<file path="src/rtl/register_file_sb_if.sv">
// Register file bus: decode-side reads and load issue,
// execute/memory-side write and load-return ports.
interface register_file_sb_if #(
  parameter int DATA_WIDTH = 32,
  parameter int REG_COUNT  = 16,
  parameter int READ_PORTS = 3
);
  localparam int IDX_W = $clog2(REG_COUNT);
  localparam int HALF  = DATA_WIDTH / 2;

  logic                             write;
  logic                             write_immediate;
  logic [IDX_W-1:0]                 write_index;
  logic [DATA_WIDTH-1:0]            write_data;
  logic [HALF-1:0]                  write_immediate_data;
  logic [1:0]                       write_immediate_type;
  logic                             load_issue;
  logic [IDX_W-1:0]                 load_issue_index;
  logic                             load_complete;
  logic [IDX_W-1:0]                 load_index;
  logic [DATA_WIDTH-1:0]            load_data;
  logic [READ_PORTS*IDX_W-1:0]      read_index;
  logic [READ_PORTS*DATA_WIDTH-1:0] read_data;
  logic [READ_PORTS-1:0]            read_busy;
  logic                             collision;
  logic                             issue_error;

  modport master (
    output write,
    output write_immediate,
    output write_index,
    output write_data,
    output write_immediate_data,
    output write_immediate_type,
    output load_issue,
    output load_issue_index,
    output load_complete,
    output load_index,
    output load_data,
    output read_index,
    input  read_data,
    input  read_busy,
    input  collision,
    input  issue_error
  );

  modport slave (
    input  write,
    input  write_immediate,
    input  write_index,
    input  write_data,
    input  write_immediate_data,
    input  write_immediate_type,
    input  load_issue,
    input  load_issue_index,
    input  load_complete,
    input  load_index,
    input  load_data,
    input  read_index,
    output read_data,
    output read_busy,
    output collision,
    output issue_error
  );
endinterface

</file>
<file path="src/rtl/register_file_sb.sv">
// Multi-port register file with per-register load busy
// scoreboard, immediate merge and optional write bypass.
module register_file_sb #(
  parameter int DATA_WIDTH = 32,
  parameter int REG_COUNT  = 16,
  parameter int READ_PORTS = 3,
  parameter bit BYPASS     = 1'b0
) (
  input  logic                clock,
  input  logic                reset,
  register_file_sb_if.slave   bus
);
  localparam int IDX_W = $clog2(REG_COUNT);
  localparam int H     = DATA_WIDTH / 2;

  localparam logic [1:0] IT_BOTTOM   = 2'd0;
  localparam logic [1:0] IT_TOP      = 2'd1;
  localparam logic [1:0] IT_UNSIGNED = 2'd2;
  localparam logic [1:0] IT_SIGNED   = 2'd3;

  typedef logic [DATA_WIDTH-1:0] word_t;

  word_t                regs_q [REG_COUNT];
  word_t                regs_d [REG_COUNT];
  logic [REG_COUNT-1:0] busy_q;
  logic [REG_COUNT-1:0] busy_d;
  logic                 collision_q;
  logic                 issue_error_q;

  logic                 wp_en;
  word_t                wp_old;
  word_t                wp_val;
  logic [H-1:0]         imm;
  logic                 err_set;
  logic                 coll_set;

  always_comb begin
    imm    = bus.write_immediate_data;
    wp_old = regs_q[bus.write_index];
    wp_en  = bus.write | bus.write_immediate;
    wp_val = wp_old;
    if (bus.write) begin
      wp_val = bus.write_data;
    end else begin
      unique case (bus.write_immediate_type)
        IT_BOTTOM:   wp_val = {wp_old[DATA_WIDTH-1:H], imm};
        IT_TOP:      wp_val = {imm, wp_old[H-1:0]};
        IT_UNSIGNED: wp_val = {{H{1'b0}}, imm};
        IT_SIGNED:   wp_val = {{H{imm[H-1]}}, imm};
      endcase
    end
  end

  // Write port overrides a same-index load return.
  always_comb begin
    for (int r = 0; r < REG_COUNT; r++) begin
      regs_d[r] = regs_q[r];
      if (bus.load_complete &&
          bus.load_index == IDX_W'(r))
        regs_d[r] = bus.load_data;
      if (wp_en && bus.write_index == IDX_W'(r))
        regs_d[r] = wp_val;
    end
  end

  // A new issue wins over a same-index completion.
  always_comb begin
    busy_d = busy_q;
    if (bus.load_complete)
      busy_d[bus.load_index] = 1'b0;
    if (bus.load_issue)
      busy_d[bus.load_issue_index] = 1'b1;
  end

  assign err_set = bus.load_issue &&
                   busy_q[bus.load_issue_index] &&
                   !(bus.load_complete &&
                     bus.load_index == bus.load_issue_index);

  assign coll_set = wp_en && bus.load_complete &&
                    bus.write_index == bus.load_index;

  always_ff @(posedge clock or negedge reset) begin
    if (!reset) begin
      for (int r = 0; r < REG_COUNT; r++)
        regs_q[r] <= '0;
      busy_q        <= '0;
      collision_q   <= 1'b0;
      issue_error_q <= 1'b0;
    end else begin
      for (int r = 0; r < REG_COUNT; r++)
        regs_q[r] <= regs_d[r];
      busy_q        <= busy_d;
      collision_q   <= coll_set;
      issue_error_q <= issue_error_q | err_set;
    end
  end

  logic [READ_PORTS*DATA_WIDTH-1:0] rd_flat;
  logic [READ_PORTS-1:0]            rb_flat;
  logic [IDX_W-1:0]                 ri;

  // Bypass reads simply look at next state.
  always_comb begin
    rd_flat = '0;
    rb_flat = '0;
    ri      = '0;
    for (int p = 0; p < READ_PORTS; p++) begin
      ri = bus.read_index[p*IDX_W +: IDX_W];
      if (BYPASS) begin
        rd_flat[p*DATA_WIDTH +: DATA_WIDTH] = regs_d[ri];
        rb_flat[p] = busy_d[ri];
      end else begin
        rd_flat[p*DATA_WIDTH +: DATA_WIDTH] = regs_q[ri];
        rb_flat[p] = busy_q[ri];
      end
    end
  end

  assign bus.read_data   = rd_flat;
  assign bus.read_busy   = rb_flat;
  assign bus.collision   = collision_q;
  assign bus.issue_error = issue_error_q;
endmodule

</file>
<file path="src/flat_wrapper.sv">
// flat-port wrapper written by rule: the top's interface ports become plain ports
module register_file_sb_flat 
#(
  parameter int DATA_WIDTH = 32,
  parameter int REG_COUNT  = 16,
  parameter int READ_PORTS = 3,
  parameter bit BYPASS     = 1'b0
)
  (clock, reset, bus_write, bus_write_immediate, bus_write_index, bus_write_data, bus_write_immediate_data, bus_write_immediate_type, bus_load_issue, bus_load_issue_index, bus_load_complete, bus_load_index, bus_load_data, bus_read_index, bus_read_data, bus_read_busy, bus_collision, bus_issue_error);
  register_file_sb_if #(.DATA_WIDTH(DATA_WIDTH), .REG_COUNT(REG_COUNT), .READ_PORTS(READ_PORTS)) bus_i ();
  input  logic clock;
  input  logic reset;
  input wire logic [$bits(bus_i.write)-1:0] bus_write;
  input wire logic [$bits(bus_i.write_immediate)-1:0] bus_write_immediate;
  input wire logic [$bits(bus_i.write_index)-1:0] bus_write_index;
  input wire logic [$bits(bus_i.write_data)-1:0] bus_write_data;
  input wire logic [$bits(bus_i.write_immediate_data)-1:0] bus_write_immediate_data;
  input wire logic [$bits(bus_i.write_immediate_type)-1:0] bus_write_immediate_type;
  input wire logic [$bits(bus_i.load_issue)-1:0] bus_load_issue;
  input wire logic [$bits(bus_i.load_issue_index)-1:0] bus_load_issue_index;
  input wire logic [$bits(bus_i.load_complete)-1:0] bus_load_complete;
  input wire logic [$bits(bus_i.load_index)-1:0] bus_load_index;
  input wire logic [$bits(bus_i.load_data)-1:0] bus_load_data;
  input wire logic [$bits(bus_i.read_index)-1:0] bus_read_index;
  output wire logic [$bits(bus_i.read_data)-1:0] bus_read_data;
  output wire logic [$bits(bus_i.read_busy)-1:0] bus_read_busy;
  output wire logic [$bits(bus_i.collision)-1:0] bus_collision;
  output wire logic [$bits(bus_i.issue_error)-1:0] bus_issue_error;
  assign bus_i.write = bus_write;
  assign bus_i.write_immediate = bus_write_immediate;
  assign bus_i.write_index = bus_write_index;
  assign bus_i.write_data = bus_write_data;
  assign bus_i.write_immediate_data = bus_write_immediate_data;
  assign bus_i.write_immediate_type = bus_write_immediate_type;
  assign bus_i.load_issue = bus_load_issue;
  assign bus_i.load_issue_index = bus_load_issue_index;
  assign bus_i.load_complete = bus_load_complete;
  assign bus_i.load_index = bus_load_index;
  assign bus_i.load_data = bus_load_data;
  assign bus_i.read_index = bus_read_index;
  assign bus_read_data = bus_i.read_data;
  assign bus_read_busy = bus_i.read_busy;
  assign bus_collision = bus_i.collision;
  assign bus_issue_error = bus_i.issue_error;
  register_file_sb #(.DATA_WIDTH(DATA_WIDTH), .REG_COUNT(REG_COUNT), .READ_PORTS(READ_PORTS), .BYPASS(BYPASS)) u_core (.clock(clock), .reset(reset), .bus(bus_i));
endmodule
</file>
<file path="config.mk">
export PLATFORM = sky130hd
export DESIGN_NAME = register_file_sb_flat
export DESIGN_NICKNAME = d
export VERILOG_FILES = /design/src/rtl/register_file_sb_if.sv /design/src/rtl/register_file_sb.sv /design/src/flat_wrapper.sv
export SDC_FILE = /design/constraint.sdc
export NUM_CORES = 2
export LEC_CHECK = 0
export BUFFER_PORTS_ARGS = -buffer_cell sky130_fd_sc_hd__buf_2
export CAP_MARGIN = 30
export CORE_MARGIN = 4
export CORE_UTILIZATION = 51
export CTS_CLUSTER_DIAMETER = 120
export DETAILED_ROUTE_END_ITERATION = 8
export GPL_ROUTABILITY_DRIVEN = 1
export MAX_ROUTING_LAYER = met4
export PLACE_DENSITY = 0.74
export RECOVER_POWER = 100
export SKIP_CTS_REPAIR_TIMING = 1
export SLEW_MARGIN = 0
export SYNTH_ARGS = -nofsm -noshare
export SYNTH_HDL_FRONTEND = slang
export SYNTH_SLANG_ARGS = --single-unit
</file>
<file path="constraint.sdc">
create_clock -name clock -period 3.3 [get_ports clock]
set_clock_uncertainty 0.1 [all_clocks]
set_input_delay 0.33 -clock clock [delete_from_list [all_inputs] [get_ports clock]]
set_output_delay 0.33 -clock clock [all_outputs]
set_load 0.01 [all_outputs]
</file>
Word level (Yosys, flattened, before mapping):

Index checks and enable logic that the tools add are counted.

* bits in registers: 530
* input bits: 112
* output and inout bits: 101

* order comparisons: 11
* equality and inequality tests: 35
* muxes and demuxes: 60
* bitwise logic cells: 9
* reduce and logical (&&, ||, !) cells: 59

Operators with widths (number)
* $mux W32: 41
* $bmux W32 S4: 4
* $pmux W32 S4: 1
* $eq A4 B4 Y1 const B: 16
* $logic_and A1 B1 Y1: 39
* $eq A4 B3 Y1 const B: 8
* $mux W16: 2
* $reduce_bool A2 Y1: 16
* $lt A4 B5 Y1 const B: 5
* $ge A5 B5 Y1 const B: 4
* $not A4 Y5: 4
* $and A16 B16 Y16: 1
* $bmux W1 S4: 4
* $eq A4 B2 Y1 const B: 4
* $not A16 Y16: 1
* $or A16 B16 Y16: 1
* $demux W1 S4: 2
* $eq A4 B1 Y1 const B: 2
* $eq A4 B4 Y1: 2
* $ge A4 B1 Y1 const B: 2
* $logic_not A4 Y1: 2
* $mux W1: 6
* $eq A2 B2 Y1 const B: 2
* $eq A2 B1 Y1 const B: 1
* other kinds (3): 4

Longest topological paths before layout:

* depth in word-level cells: 9
* gate-level depth with buffers: 10
* gate-level depth less buffers: 5

Worst setup path before layout:

No wires, ideal clock.

* path kind: input -> output
* start: in bus_read_index[0]
* end: out bus_read_data[31]
* arrival time: 2.159 ns
* data required time: 2.870 ns
* path slack: 0.711 ns
* cell stages on the path: 5
* buffers on the path: 3
* cells stage by stage: clkbuf_1 -> clkbuf_1 -> buf_2 -> mux4_2 -> mux4_2

* longest elaborated chain between the ends: 4

Ends and longest elaborated chain
* start, declared: line flat_wrapper.sv:24 `input wire logic [$bits(bus_i.read_index)-1:0] bus_read_index;`
* $not A4 Y5 (implied by the code): line register_file_sb.sv:114 `rd_flat[p*DATA_WIDTH +: DATA_WIDTH] = regs_q[ri];`
* $bmux W32 S4: line register_file_sb.sv:114
* $mux W32 (implied by the code) (2 in series): line register_file_sb.sv:114
* end, declared: line flat_wrapper.sv:25 `output wire logic [$bits(bus_i.read_data)-1:0] bus_read_data;`

Every way passes these cells. The select of a mux whose other input is x is not followed.

Worst setup path after layout:

* start: in bus_write_index[3]
* end: reg u_core.regs_q[498] (netlist name)

* longest elaborated chain between the ends: 7
* elaborated cells on any way between the ends: 10
* classes of those cells: mux (6); bitwise (1); reduce/logical (3)

Ends and longest elaborated chain
* start, declared: line flat_wrapper.sv:15 `input wire logic [$bits(bus_i.write_index)-1:0] bus_write_index;`
* $not A4 Y5 (implied by the code): line register_file_sb.sv:39 `wp_old = regs_q[bus.write_index];`
* $bmux W32 S4: line register_file_sb.sv:39
* $mux W32 (implied by the code) (2 in series): line register_file_sb.sv:39
* $pmux W32 S4: line register_file_sb.sv:45 `unique case (bus.write_immediate_type)`
* $mux W32: line register_file_sb.sv:42 `if (bus.write) begin`
* $mux W32: line register_file_sb.sv:61 `if (wp_en && bus.write_index == IDX_W'(r))`
* end signal, assigned by index: line register_file_sb.sv:92 `regs_q[r] <= regs_d[r];`
* end, declared: line register_file_sb.sv:23 `word_t regs_q [REG_COUNT];`

Parallel ways exist; a longest one is shown, timed or not. The select of a mux whose other input is x is not followed.
A chain may end at the register's enable or synchronous reset.

==> results.sh <==
export IMPL_insertion_delay_ns=0.67
export IMPL_power_density_mw_per_mm2=603
export IMPL_wirelength_um=161000
export IMPL_multiInputGateArea_mm2=0.0271
export IMPL_drc=0
export IMPL_drtIter0Drc=6221
export IMPL_synth_cells=3609
export IMPL_routed_via_density=7.60
export IMPL_fillers=6627
export IMPL_synth_top_area_cell="dfrtp_1"
export IMPL_seqCellArea_mm2=0.0133
export IMPL_cp_data_arrival_time_ns=3.60
export IMPL_die_x_um=296
export IMPL_slew_viol_final=88
export IMPL_clockBufferDepth=3
export IMPL_max_freq_ghz=0.317
export IMPL_grt_use_met2_pct=50.8
export IMPL_cts_buffers=58
export IMPL_cts_tree="done"
export IMPL_synthFlopType="dfrtp_1"
export IMPL_cts_root_buf="clkbuf_16"
export IMPL_synth_area_leaders="dfrtp_1, mux4_2, mux2_2, a21oi_1, nor2_1"
export IMPL_synthesis_area_mm2=0.0423
export IMPL_reg2reg_depth=6
export IMPL_start_util_pct=51.5
export IMPL_dp_final_hpwl_um=97800
export IMPL_fp_dieH_um=296
export IMPL_violations="hold timing, capacitance limit, slew limit"
export IMPL_leakage_uw=0.0179
export IMPL_core_mm2=0.0822
export IMPL_maxCapViolCount=2
export IMPL_path_class="input port to flip-flop"
export IMPL_synth_seq_area_share_pct=31.3
export IMPL_met1_usage_pct=46.7
export IMPL_gp_congestion=0.947
export IMPL_grt_max_degree=79
export IMPL_path_clk_slew_ns=0.06
export IMPL_end_kind="flip-flop"
export IMPL_io_buffer_count=212
export IMPL_vias=36289
export IMPL_peakVddDrop_v=0.000472
export IMPL_ys_warn_count=0
export IMPL_fin_crit_ns=3.16
export IMPL_async_flop_share_pct=100
export IMPL_synth_distinct_cells=53
export IMPL_syn_avg_cell_area_um2=11.7
export IMPL_worst_pin_slew_ns=1.61
export IMPL_synthTopCellsByCount="mux4_2, dfrtp_1, a21oi_1"
export IMPL_fin_worst_hold_slack_ns=-0.0206
export IMPL_num_io_pins=213
export IMPL_htree_levels=2
export IMPL_synth_top_area_share_pct=31.3
export IMPL_grt_usage_pct=37.3
export IMPL_synth_edf_count=0
export IMPL_setup_viol=0
export IMPL_ant_nets=0
export IMPL_grt_pass1_vias=35365
export IMPL_min_path_cells=3
export IMPL_status="complete, but fails checks"
export IMPL_drtPass1Iterations=7
export IMPL_period_share_pct=95.6
export IMPL_min_path_type="input port to flip-flop"
export IMPL_hold_viol=2
export IMPL_use_met3_pct=14.6
export IMPL_cts_sinks=530
export IMPL_power_uw=28300
export IMPL_ys_ff_latch=530
export IMPL_hold_path_end="u_core.busy_q[12]"
export IMPL_dieArea_mm2=0.0877
export IMPL_max_slew_margin_pct=-7.20
export IMPL_worstPathRequired_ns=3.75
export IMPL_r2r_slack_ns=0.75
export IMPL_layout_nets=3759
export IMPL_grt_pass1_wl_um=235000
export IMPL_grt_remaining_overflow=0
export IMPL_yosysMostFrequentCell="mux4_2"
export IMPL_rsz0062_at_grt="false"
export IMPL_startpoint_type="input port"
export IMPL_placementRows=105
export IMPL_regToRegStartpoint="u_core.regs_q[85]"
export IMPL_tns_ns=0
export IMPL_min_delay_start="bus_load_issue_index[3]"
export IMPL_antenna_found_initial=11
export IMPL_critPathLaunch="bus_write_index[3]"
export IMPL_path_max_fanout=16
export IMPL_r2r_end="u_core.regs_q[149]"
export IMPL_drive_above_1_share_pct=39.3
export IMPL_syn_num_nets=3721
export IMPL_area_growth_pct=10.9
export IMPL_top_usage_layer="met2"
export IMPL_wl_per_cell_um=33.7
## per-layer routing
metal,part of all wire (%),routed length (um)
met5,0,0
met4,7.8,12600
met3,17,26700
met2,42,67300
met1,34,54100
## worst max path at each step
stage	endpoint	slack, ns	cells past startpoint
floorplan	bus_read_data[31]	0.71	5
global placement	u_core.regs_q[229]	0.41	7
detailed placement	u_core.regs_q[236]	0.38	6
CTS	bus_read_data[35]	0.54	3
global route	u_core.regs_q[29]	0.24	7
finish	u_core.regs_q[498]	0.14	7
## stage by stage
stage / instance area [um2] / std cells / hold WS [ns] / setup slack (ns) / util (%)
floorplan: 42300 / 3609 / -0.0656 / 0.711 / -
finish: 47000 / 4775 / -0.0206 / 0.145 / 57.1
global route: 46900 / 4774 / 0.00000455 / 0.238 / 57.1
detailed placement: 45300 / 4652 / 0.200 / 0.382 / 55.0
global placement: 45300 / 4652 / 0.204 / 0.407 / 55.0
CTS: 47400 / 4758 / -0.480 / 0.544 / 57.6
## logic make-up after synthesis
| logic type | after synthesis | share of synthesized area [%] |
|---|---|---|
| simple gates | 713 | 7.59 |
| mux | 1108 | 44.1 |
| flops | 530 | 31.3 |
| compound gates | 826 | 12.2 |
| buf+inv | 424 | 4.67 |
| xor+xnor | 8 | 0.166 |
## worst max-delay path, cell delays in order
cell and delay (ns):
clkbuf_1 0.85, and4bb_1 1.29, a22oi_1 0.25, nor2_1 0.26
a311oi_4 0.05, clkbuf_2 0.30, a21oi_1 0.27
## report_power, final
part           internal, uW  switching [uW]  total [uW]
clock                  4470            2950        7420
combinational          5880            4510       10400
sequential             8200            2280       10500
## area by class of cell
cell class / count / area share (%)
well taps: 1070 / 2.85
clock inverters: 26 / 0.901
repair buffers: 397 / 6.45
multi-input cells: 2655 / 57.8
clock buffers: 80 / 3.66
inverters: 5 / 0.0400
flip-flops and latches: 530 / 28.2
diodes: 12 / 0.0640
## placed cells by master, fill, tap and decap left out, types with 119 or more instances in the layout
| cell | synthesis | layout |
|---|---|---|
| a21oi_1 | 442 | 450 |
| dfrtp_1 | 530 | 530 |
| a211oi_1 | 128 | 128 |
| mux2_2 | 440 | 439 |
| nor2b_1 | 134 | 129 |
| nand2_1 | 120 | 119 |
| nor2_1 | 403 | 395 |
| clkbuf_1 | 241 | 120 |
| mux4_2 | 561 | 561 |
## registers in the layout, indices dropped and copies added, names as in the netlist
register and cells:
u_core.bus.collision 1, u_core.busy_q 16, u_core.bus.issue_error 1, u_core.regs_q 512
Power figures use the tool's default switching activity.
